[config.mk]
export PLATFORM = sky130hd
export DESIGN_NAME = fifo_uart_tx
export DESIGN_NICKNAME = d
export VERILOG_FILES = /design/src/rtl/fifo_uart_tx.sv
export SDC_FILE = /design/constraint.sdc
export NUM_CORES = 1
export LEC_CHECK = 0
export ABC_AREA = 0
export CAP_MARGIN = 20
export CELL_PAD_IN_SITES_DETAIL_PLACEMENT = 1
export CELL_PAD_IN_SITES_GLOBAL_PLACEMENT = 1
export CORE_MARGIN = 3
export CORE_UTILIZATION = 43
export CTS_CLUSTER_DIAMETER = 80
export DETAILED_ROUTE_END_ITERATION = 16
export PLACE_DENSITY_LB_ADDON = 0.1
export SLEW_MARGIN = 40
export SYNTH_ARGS = -nofsm -noshare
export SYNTH_HDL_FRONTEND = slang
export SYNTH_SLANG_ARGS = --single-unit
[constraint.sdc]
create_clock -name clk -period 2.8 [get_ports clk]
set_input_delay 0.28 -clock clk [delete_from_list [all_inputs] [get_ports clk]]
set_output_delay 0.28 -clock clk [all_outputs]
set_load 0.02 [all_outputs]
[src/rtl/fifo_uart_tx.sv]
// ============================================================================
// Module   : fifo_uart_tx
// Purpose  : Pops words from the async FIFO read side and sends UART frames.
// Revision : 1.0  initial release
// ============================================================================
`default_nettype none

module fifo_uart_tx #(
  parameter int DATA_WIDTH     = 8,
  parameter int PRESCALE_WIDTH = 6
) (
  input  logic                      clk,
  input  logic                      rst_n,
  input  logic                      empty,
  input  logic [DATA_WIDTH-1:0]     rd_data,
  output logic                      r_inc,
  input  logic                      tx_en,
  input  logic [PRESCALE_WIDTH-1:0] prescale,
  input  logic                      par_en,
  input  logic                      par_typ,
  output logic                      tx_out,
  output logic                      busy
);

  localparam int c_BIT_W = (DATA_WIDTH > 1) ? $clog2(DATA_WIDTH) : 1;

  typedef enum logic [2:0] {
    S_IDLE   = 3'd0,
    S_START  = 3'd1,
    S_DATA   = 3'd2,
    S_PARITY = 3'd3,
    S_STOP   = 3'd4
  } state_t;

  state_t                    r_state;
  logic [DATA_WIDTH-1:0]     r_shift;
  logic [c_BIT_W-1:0]        r_bit_cnt;
  logic [PRESCALE_WIDTH-1:0] r_cnt;
  logic [PRESCALE_WIDTH-1:0] r_pmax;
  logic                      r_par_en;
  logic                      r_par_bit;
  logic                      r_tx_out;
  logic                      r_busy;

  logic                      w_last;
  logic                      w_pop;
  logic [PRESCALE_WIDTH-1:0] w_pmax_in;
  logic [DATA_WIDTH-1:0]     w_shift_nxt;

  assign w_last      = (r_cnt == r_pmax);
  assign w_pop       = tx_en & ~empty & ((r_state == S_IDLE) | ((r_state == S_STOP) & w_last));
  // Reset gates the strobe so the FIFO never sees a pop while we are held in reset.
  assign r_inc       = w_pop & rst_n;
  assign w_pmax_in   = (prescale == '0) ? '0 : prescale - PRESCALE_WIDTH'(1);
  assign w_shift_nxt = r_shift >> 1;
  assign tx_out      = r_tx_out;
  assign busy        = r_busy;

  always_ff @(posedge clk or negedge rst_n) begin
    if (!rst_n) begin
      r_state   <= S_IDLE;
      r_shift   <= '0;
      r_bit_cnt <= '0;
      r_cnt     <= '0;
      r_pmax    <= '0;
      r_par_en  <= 1'b0;
      r_par_bit <= 1'b0;
      r_tx_out  <= 1'b1;
      r_busy    <= 1'b0;
    end else if (w_pop) begin
      r_state   <= S_START;
      r_shift   <= rd_data;
      r_bit_cnt <= '0;
      r_cnt     <= '0;
      r_pmax    <= w_pmax_in;
      r_par_en  <= par_en;
      r_par_bit <= (^rd_data) ^ par_typ;
      r_tx_out  <= 1'b0;
      r_busy    <= 1'b1;
    end else begin
      if (r_state != S_IDLE) begin
        r_cnt <= w_last ? '0 : r_cnt + PRESCALE_WIDTH'(1);
      end
      case (r_state)
        S_IDLE: begin
          r_tx_out <= 1'b1;
          r_busy   <= 1'b0;
        end
        S_START: begin
          if (w_last) begin
            r_state  <= S_DATA;
            r_tx_out <= r_shift[0];
          end
        end
        S_DATA: begin
          if (w_last) begin
            if (r_bit_cnt == c_BIT_W'(DATA_WIDTH - 1)) begin
              r_state  <= r_par_en ? S_PARITY : S_STOP;
              r_tx_out <= r_par_en ? r_par_bit : 1'b1;
            end else begin
              r_bit_cnt <= r_bit_cnt + c_BIT_W'(1);
              r_shift   <= w_shift_nxt;
              r_tx_out  <= w_shift_nxt[0];
            end
          end
        end
        S_PARITY: begin
          if (w_last) begin
            r_state  <= S_STOP;
            r_tx_out <= 1'b1;
          end
        end
        S_STOP: begin
          // A pop in the final stop cycle is handled above and chains frames.
          if (w_last) begin
            r_state  <= S_IDLE;
            r_tx_out <= 1'b1;
            r_busy   <= 1'b0;
          end
        end
        default: begin
          r_state  <= S_IDLE;
          r_tx_out <= 1'b1;
          r_busy   <= 1'b0;
        end
      endcase
    end
  end

endmodule

`default_nettype wire

==> metrics.yaml, run 1 <==
yosys:
  synth_warnings: 0
  synth_edf_count: 0
  yosys_most_used_dff: "dfrtp_1"
  synth.avg_cell_area_um2: 10.2
  yosysTopAreaCell: "dfrtp_1"
  yosysTopAreaCellShare: 0.405
  ys_ff_latch: 30
  ys_seq_area_frac: 0.420
  synth.area.top_cells: "dfrtp_1 (41%), mux2_2 (10%), xnor2_1 (4.9%)"
  async_reset_ff_frac: 1.00
  yosysUniqueCellTypes: 42
  synth_cells: 175
  synth_nets: 200
  syn_area_um2: 1790
global_route:
  grt_max_degree: 31
  antenna_found_initial: 0
  grt_overflow: 0
  grt_use_total: 0.189
  grt_pass1_wl_um: 7440
  grt_pass1_vias: 1509
setup_path:
  worst-endpoint-arrival_ps: 2400
  crit_family: "simple AND/OR/NAND/NOR gates"
  crit_chain: "xor2_1, nor4_2, nand2_1, a21oi_2, and2_1, clkdlybuf4s50_1"
  slowest_delay_ps: 620
  required_ps: 2520
  crit_fanout: 6
  crit_path_end_kind: "output pin"
  critPathLaunchType: "flip-flop"
  cp_num_buf_inv: 1
  crit_type: "flip-flop to output pin"
  crit_path_top_delay_cell: "clkdlybuf4s50_1"
cells_and_area:
  final_common_cell: "dfrtp_1"
  drive_above_1_share: 0.180
  antennaDiodeCount: 0
  num-fill-cells: 422
  fin_nets: 230
  area_growth_pct: 21.5
  multi_input_area_um2: 952
  final_cell_mix: "dfrtp_1 (29), clkdlybuf4s50_1 (22), mux2_2 (16)"
  final-seq-area_um2: 752
timing:
  final.setup.worst_slack_ps: 121
  slew_viol_final: 0
  timing.final.hold_violations: 0
  rsz0062_at_grt: "false"
  setup_tns_ps: 0
  tightest_slew_ps: 709
  final.period_utilization: 0.957
  relSlewSlack: 0.527
  finalSetupViolCount: 0
  fin_skew_ps: 4.42
  holdWs_ps: 461
  fmax_ghz: 0.373
  post-route-min-period_ps: 2680
drt:
  drt_pass1_iterations: 4
  wire_per_inst_um: 17.0
  route.detailed.drc: 0
  dr_total_vias: 1390
  dr.first_iter.drc_count: 106
  via_per_inst: 5.47
  wl_um: 4310
  ant_nets: 0
power:
  cellPowerDensity_nw_per_um2: 934
  p_leak_nw: 0.970
  irDropWorstVdd_v: 0.000445
floorplan:
  coreArea_um2: 3830
  start_util: 0.468
  num_rows: 22
  dieArea_um2: 4970
  die_w_um: 70.5
  die_y_um: 70.5
  ios: 23
clock_network:
  cts_tree: "done"
  clk_latency_ps: 270
  cts_resized: 0
  ctsLongestPathBuffers: 2
  cts_sinks: 30
  htreeDepth: 2
  numCtsBuffers: 5
  cts_hold_buf: 0
  path_clk_slew_ps: 60
  cts_root_buffer: "clkbuf_8"
outcome:
  status: "finished clean"
job:
  maxCapViolations: 0
placed_design:
  post-place-ws_ps: 203
  gp_congestion: 0.815
  numPortBuffers: 22
  dp_hpwl_um: 3160
min_path:
  hold_path.class: "input port to asynchronous set/reset pin"
==> flip-flops by register name (all words and copies together) (netlist names) <==
name       cells
r_cnt          6
r_par_bit      1
r_shift        8
r_bit_cnt      3
r_par_en       1
tx_out         1
r_state        3
r_pmax         6
busy           1
==> repair_timing <==
| item | in CTS | in global routing |
|---|---|---|
| setup buffers | 0 | 1 |
| endpoints found under the setup margin | 0 | 1 |
| endpoints found under the hold margin | 0 | 0 |
==> Yosys cell counts (2+ instances only) <==
master     n
buf_6      2
nor3_1     5
mux2i_1    3
clkbuf_1   4
mux2_1     4
ha_1       5
o22ai_1    3
a21o_1     3
nand2_1    8
nor2_1    15
a211oi_1   2
and2_1     2
a21oi_1    5
nand3_1    4
mux2_2    16
o21ai_0    6
nand2b_1   3
xor2_1     9
a31oi_1    3
xnor2_1   10
o31ai_1    2
or3_1      3
inv_1     11
dfrtp_1   29
==> worst reg2reg max path: cells and delay by family (launching register included) <==
kind | cells | cell delay [ps]
xor gates and xnor gates | 1 | 180
buffers and inverters | 1 | 180
DFF | 1 | 450
muxes | 2 | 730
and+or+nand+nor | 2 | 750
==> cells by family (layout without fill, tap and decap cells) <==
logic type / count (synthesis) / count (layout) / synth area share
AO/OA/AOI/OAI: 31 / 31 / 0.116
XOR/XNOR: 19 / 19 / 0.0929
adder cells (fa/ha/maj): 5 / 5 / 0.0349
buffers and inverters: 18 / 49 / 0.0482
flip-flops: 30 / 30 / 0.420
multiplexers: 23 / 23 / 0.143
AND/OR/NAND/NOR: 49 / 49 / 0.145
==> power breakdown <==
group,total (mW),internal (mW),switching [mW]
combinational,0.863,0.429,0.434
sequential,0.818,0.638,0.180
clock,0.352,0.200,0.152
total,2.03,1.27,0.766
==> layout make-up <==
class | count | area share
multi-input combinational | 127 | 0.438
sequential | 30 | 0.346
timing repair buffer | 30 | 0.129
clock buffer | 8 | 0.0414
tap | 48 | 0.0276
inverter | 11 | 0.0190
==> through the flow <==
step | utilization | std cells | instance area (um^2) | total power [mW]
3_3_place_gp | 0.543 | 245 | 2080 | 1.59
2_1_floorplan | - | 175 | 1790 | 1.39
3_5_place_dp | 0.543 | 245 | 2080 | 1.66
5_1_grt | 0.569 | 254 | 2180 | 2.20
4_1_cts | 0.567 | 253 | 2170 | 2.04
6_report | 0.569 | 254 | 2180 | 2.03
==> layer usage <==
| metal | track usage | routed length, um | vias to the layer above |
|---|---|---|---|
| met5 | 0 | 0 | - |
| met4 | 0.0626 | 89 | 0 |
| met3 | 0.0469 | 126 | 10 |
| met2 | 0.311 | 2130 | 24 |
| met1 | 0.246 | 1970 | 684 |
| li1 | - | - | 672 |
==> worst paths after layout <==
check                          from          to  slack [ps]  cells past startpoint
max                        r_cnt[0]       r_inc         120                      6
max reg2reg                r_cnt[0]  r_shift[4]         390                      6
min in group clk             tx_out      tx_out         490                      2
min                           rst_n  r_state[1]         460                      2
max in group asynchronous     rst_n      tx_out        2020                      2
min reg2reg                  tx_out      tx_out         490                      2
Power figures use the tool's default switching activity.
==> run 2, diff against run 1 <==
--- a/config.mk
+++ b/config.mk
@@ -14,7 +14,7 @@
 export CTS_CLUSTER_DIAMETER = 80
 export DETAILED_ROUTE_END_ITERATION = 16
 export PLACE_DENSITY_LB_ADDON = 0.1
-export SLEW_MARGIN = 40
 export SYNTH_ARGS = -nofsm -noshare
 export SYNTH_HDL_FRONTEND = slang
 export SYNTH_SLANG_ARGS = --single-unit
+export TNS_END_PERCENT = 100
==> results of run 2 <==
Final layout, timing and power as in run 1 (identical DEF).
==> run 3, diff against run 2 <==
--- a/config.mk
+++ b/config.mk
@@ -13,8 +13,10 @@
 export CORE_UTILIZATION = 43
 export CTS_CLUSTER_DIAMETER = 80
 export DETAILED_ROUTE_END_ITERATION = 16
+export GPL_TIMING_DRIVEN = 0
+export HOLD_SLACK_MARGIN = 0.05
 export PLACE_DENSITY_LB_ADDON = 0.1
 export SYNTH_ARGS = -nofsm -noshare
 export SYNTH_HDL_FRONTEND = slang
 export SYNTH_SLANG_ARGS = --single-unit
-export TNS_END_PERCENT = 100
+export TNS_END_PERCENT = 20
==> run 3 against run 2 <==
Compared with the run above:
- non-clock buffer count increased by 1
- die area unchanged
- sequential cell count unchanged
- largest cell class unchanged
- clock-buffer cell count decreased by 1
- global-route usage decreased by 0.099 points
- highest routed layer unchanged
- sequential power about the same
- hold slack got worse by 44 ps
- combinational power increased by 2%
- critical path depth unchanged
==> metrics.yaml, run 3 (same netlist as run 1, synthesis figures left out) <==
outcome:
  status: "finished clean"
clock_network:
  cts_tree: "done"
  numCtsBuffers: 5  # unchanged
  htreeDepth: 2  # unchanged
  cts_hold_buf: 0  # unchanged
  clk_latency_ps: 280  # about the same
  cts_sinks: 30  # unchanged
  ctsLongestPathBuffers: 2  # unchanged
  cts_root_buffer: "clkbuf_8"
  path_clk_slew_ps: 60  # about the same
setup_path:
  r2r_start: "r_state[0]"
  crit_path_end_kind: "output pin"
  required_ps: 2520  # about the same
  crit_path_top_delay_cell: "or4b_2"
  crit_chain: "or4b_2, clkbuf_1, a21oi_2, buf_4, and2_1, clkbuf_2"
  crit_path_end: "r_inc"
  r2r_slack_ps: 610  # +220 ps
  crit_fanout: 10  # +4
  critPathLaunchType: "flip-flop"
  crit_cells: 6  # unchanged
  worstRegToRegCells: 5  # -1
  worstSetupStartpoint: "r_state[0]"
  cp_num_buf_inv: 3  # +2
  r2r_end: "r_par_en"
  worst-endpoint-arrival_ps: 2320  # -80 ps
  crit_type: "flip-flop to output pin"
  crit_family: "simple AND/OR/NAND/NOR gates"
  slowest_delay_ps: 650  # +30 ps
cells_and_area:
  area_growth_pct: 22.2
  final-seq-area_um2: 752  # unchanged
  reg.largest.list: "r_shift: 8 flops, r_cnt: 6 flops, r_pmax: 6 flops"
  largest_register_ffs: 8  # unchanged
  final_common_cell: "dfrtp_1"
  fin_nets: 231  # +0.43%
  num-fill-cells: 438  # +3.8%
  top_register: "r_shift"
  drive_above_1_share: 0.170  # -0.00971
  antennaDiodeCount: 0  # unchanged
  final_cell_mix: "dfrtp_1 (29), clkdlybuf4s50_1 (21), mux2_2 (16)"
  final_util: 0.572  # +0.00327
  fin_area_um2: 2190  # +0.57%
  multi_input_area_um2: 963  # +1.2%
timing:
  rsz0062_at_grt: "false"
  finalSetupViolCount: 0  # unchanged
  slew_viol_final: 0  # unchanged
  fmax_ghz: 0.385  # +3.2%
  relSlewSlack: 0.481  # -0.0465
  final.setup.worst_slack_ps: 205  # +83.5 ps
  post-route-min-period_ps: 2600  # -83.5 ps
  tightest_slew_ps: 769  # +59.3 ps
  fin_skew_ps: 2.93  # -1.49 ps
  final.period_utilization: 0.927  # -0.0298
  timing.final.hold_violations: 0  # unchanged
  holdWs_ps: 417  # -44.2 ps
global_route:
  grt_use_total: 0.188  # -0.000990
  antenna_found_initial: 0  # unchanged
  grt_pass1_vias: 1538  # +1.9%
  grt_overflow: 0  # unchanged
  grt_max_degree: 19  # -39%
  grt_pass1_wl_um: 7310  # -1.8%
drt:
  highest_layer: "met4"
  wl_met2_um: 2240  # +5.4%
  wl_um: 4290  # -0.51%
  route.detailed.drc: 0  # unchanged
  wire_per_inst_um: 16.9  # -0.51%
  dr_total_vias: 1406  # +1.2%
  drt_pass1_iterations: 4  # unchanged
  met1Wirelength_um: 1820  # -7.7%
  dr.first_iter.drc_count: 115  # +8.5%
  via_per_inst: 5.54  # +1.2%
  wl_met3_um: 139  # +10%
  ant_nets: 0  # unchanged
power:
  p_leak_nw: 0.967  # -0.40%
  cellPowerDensity_nw_per_um2: 925  # -0.98%
  power.total_mw: 2.02  # -0.42%
  irDropWorstVdd_v: 0.000471  # +5.9%
floorplan:
  die_w_um: 70.5  # unchanged
  num_rows: 22  # unchanged
  die_y_um: 70.5  # unchanged
  dieArea_um2: 4970  # unchanged
  coreArea_um2: 3830  # unchanged
  start_util: 0.468  # unchanged
  ios: 23  # unchanged
placed_design:
  gp_congestion: 0.857  # +5.1%
  post-place-ws_ps: -260  # -464 ps
  numPortBuffers: 22  # unchanged
  dpl_cell_area_um2: 2100  # +0.96%
  dp_hpwl_um: 3200  # +1.3%
job:
  maxCapViolations: 0  # unchanged
min_path:
  hold_path.class: "input port to asynchronous set/reset pin"
run 3: worst min path at each step:
stage	start	endpoint	slack, ps	cells past startpoint
3_3_place_gp	tx_out	tx_out	490	2
6_report	rst_n	r_cnt[0]	420	1
2_1_floorplan	rst_n	busy	-20	0
5_1_grt	rst_n	r_cnt[0]	460	1
4_1_cts	rst_n	r_cnt[0]	440	1
3_5_place_dp	tx_out	tx_out	490	2
run 3: area by class of cell:
cell class	instances	share of cell area
inverter	11	0.0189
timing repair buffer	24	0.114
tap	48	0.0274
sequential	30	0.344
multi-input combinational	127	0.440
clock buffer	7	0.0349
buffer	7	0.0206
run 3: timing repair:
action	4_1_cts	5_1_grt
gates cloned	0	0
resized for setup	2	3
pin swaps	0	0
setup buffers	1	0
setup endpoints to repair	1	1
run 3: metrics by stage:
| step | cells | TNS, ps |
|---|---|---|
| finish | 254 | 0 |
| global placement | 245 | -217 |
| floorplan | 175 | 0 |
| CTS | 254 | 0 |
| detailed placement | 246 | -260 |
| global route | 254 | 0 |
run 3: metal layers:
layer / vias up / global-route usage
li1: 671 / -
met1: 704 / 0.228
met2: 25 / 0.318
met3: 6 / 0.0355
met4: 0 / 0.0981
met5: - / 0
run 3: worst reg2reg max path: cells and delay by family, from the launching register on:
kind,cells,cell delay (ps)
AOI/OAI and AO/OA,1,190
muxes,1,350
DFF,1,460
buffers and inverters,2,430
and+or+nand+nor,1,650
run 3: power by group:
group	internal, mW	switching, mW	total, mW
combinational	0.425	0.453	0.878
clock	0.171	0.159	0.329
sequential	0.638	0.179	0.817
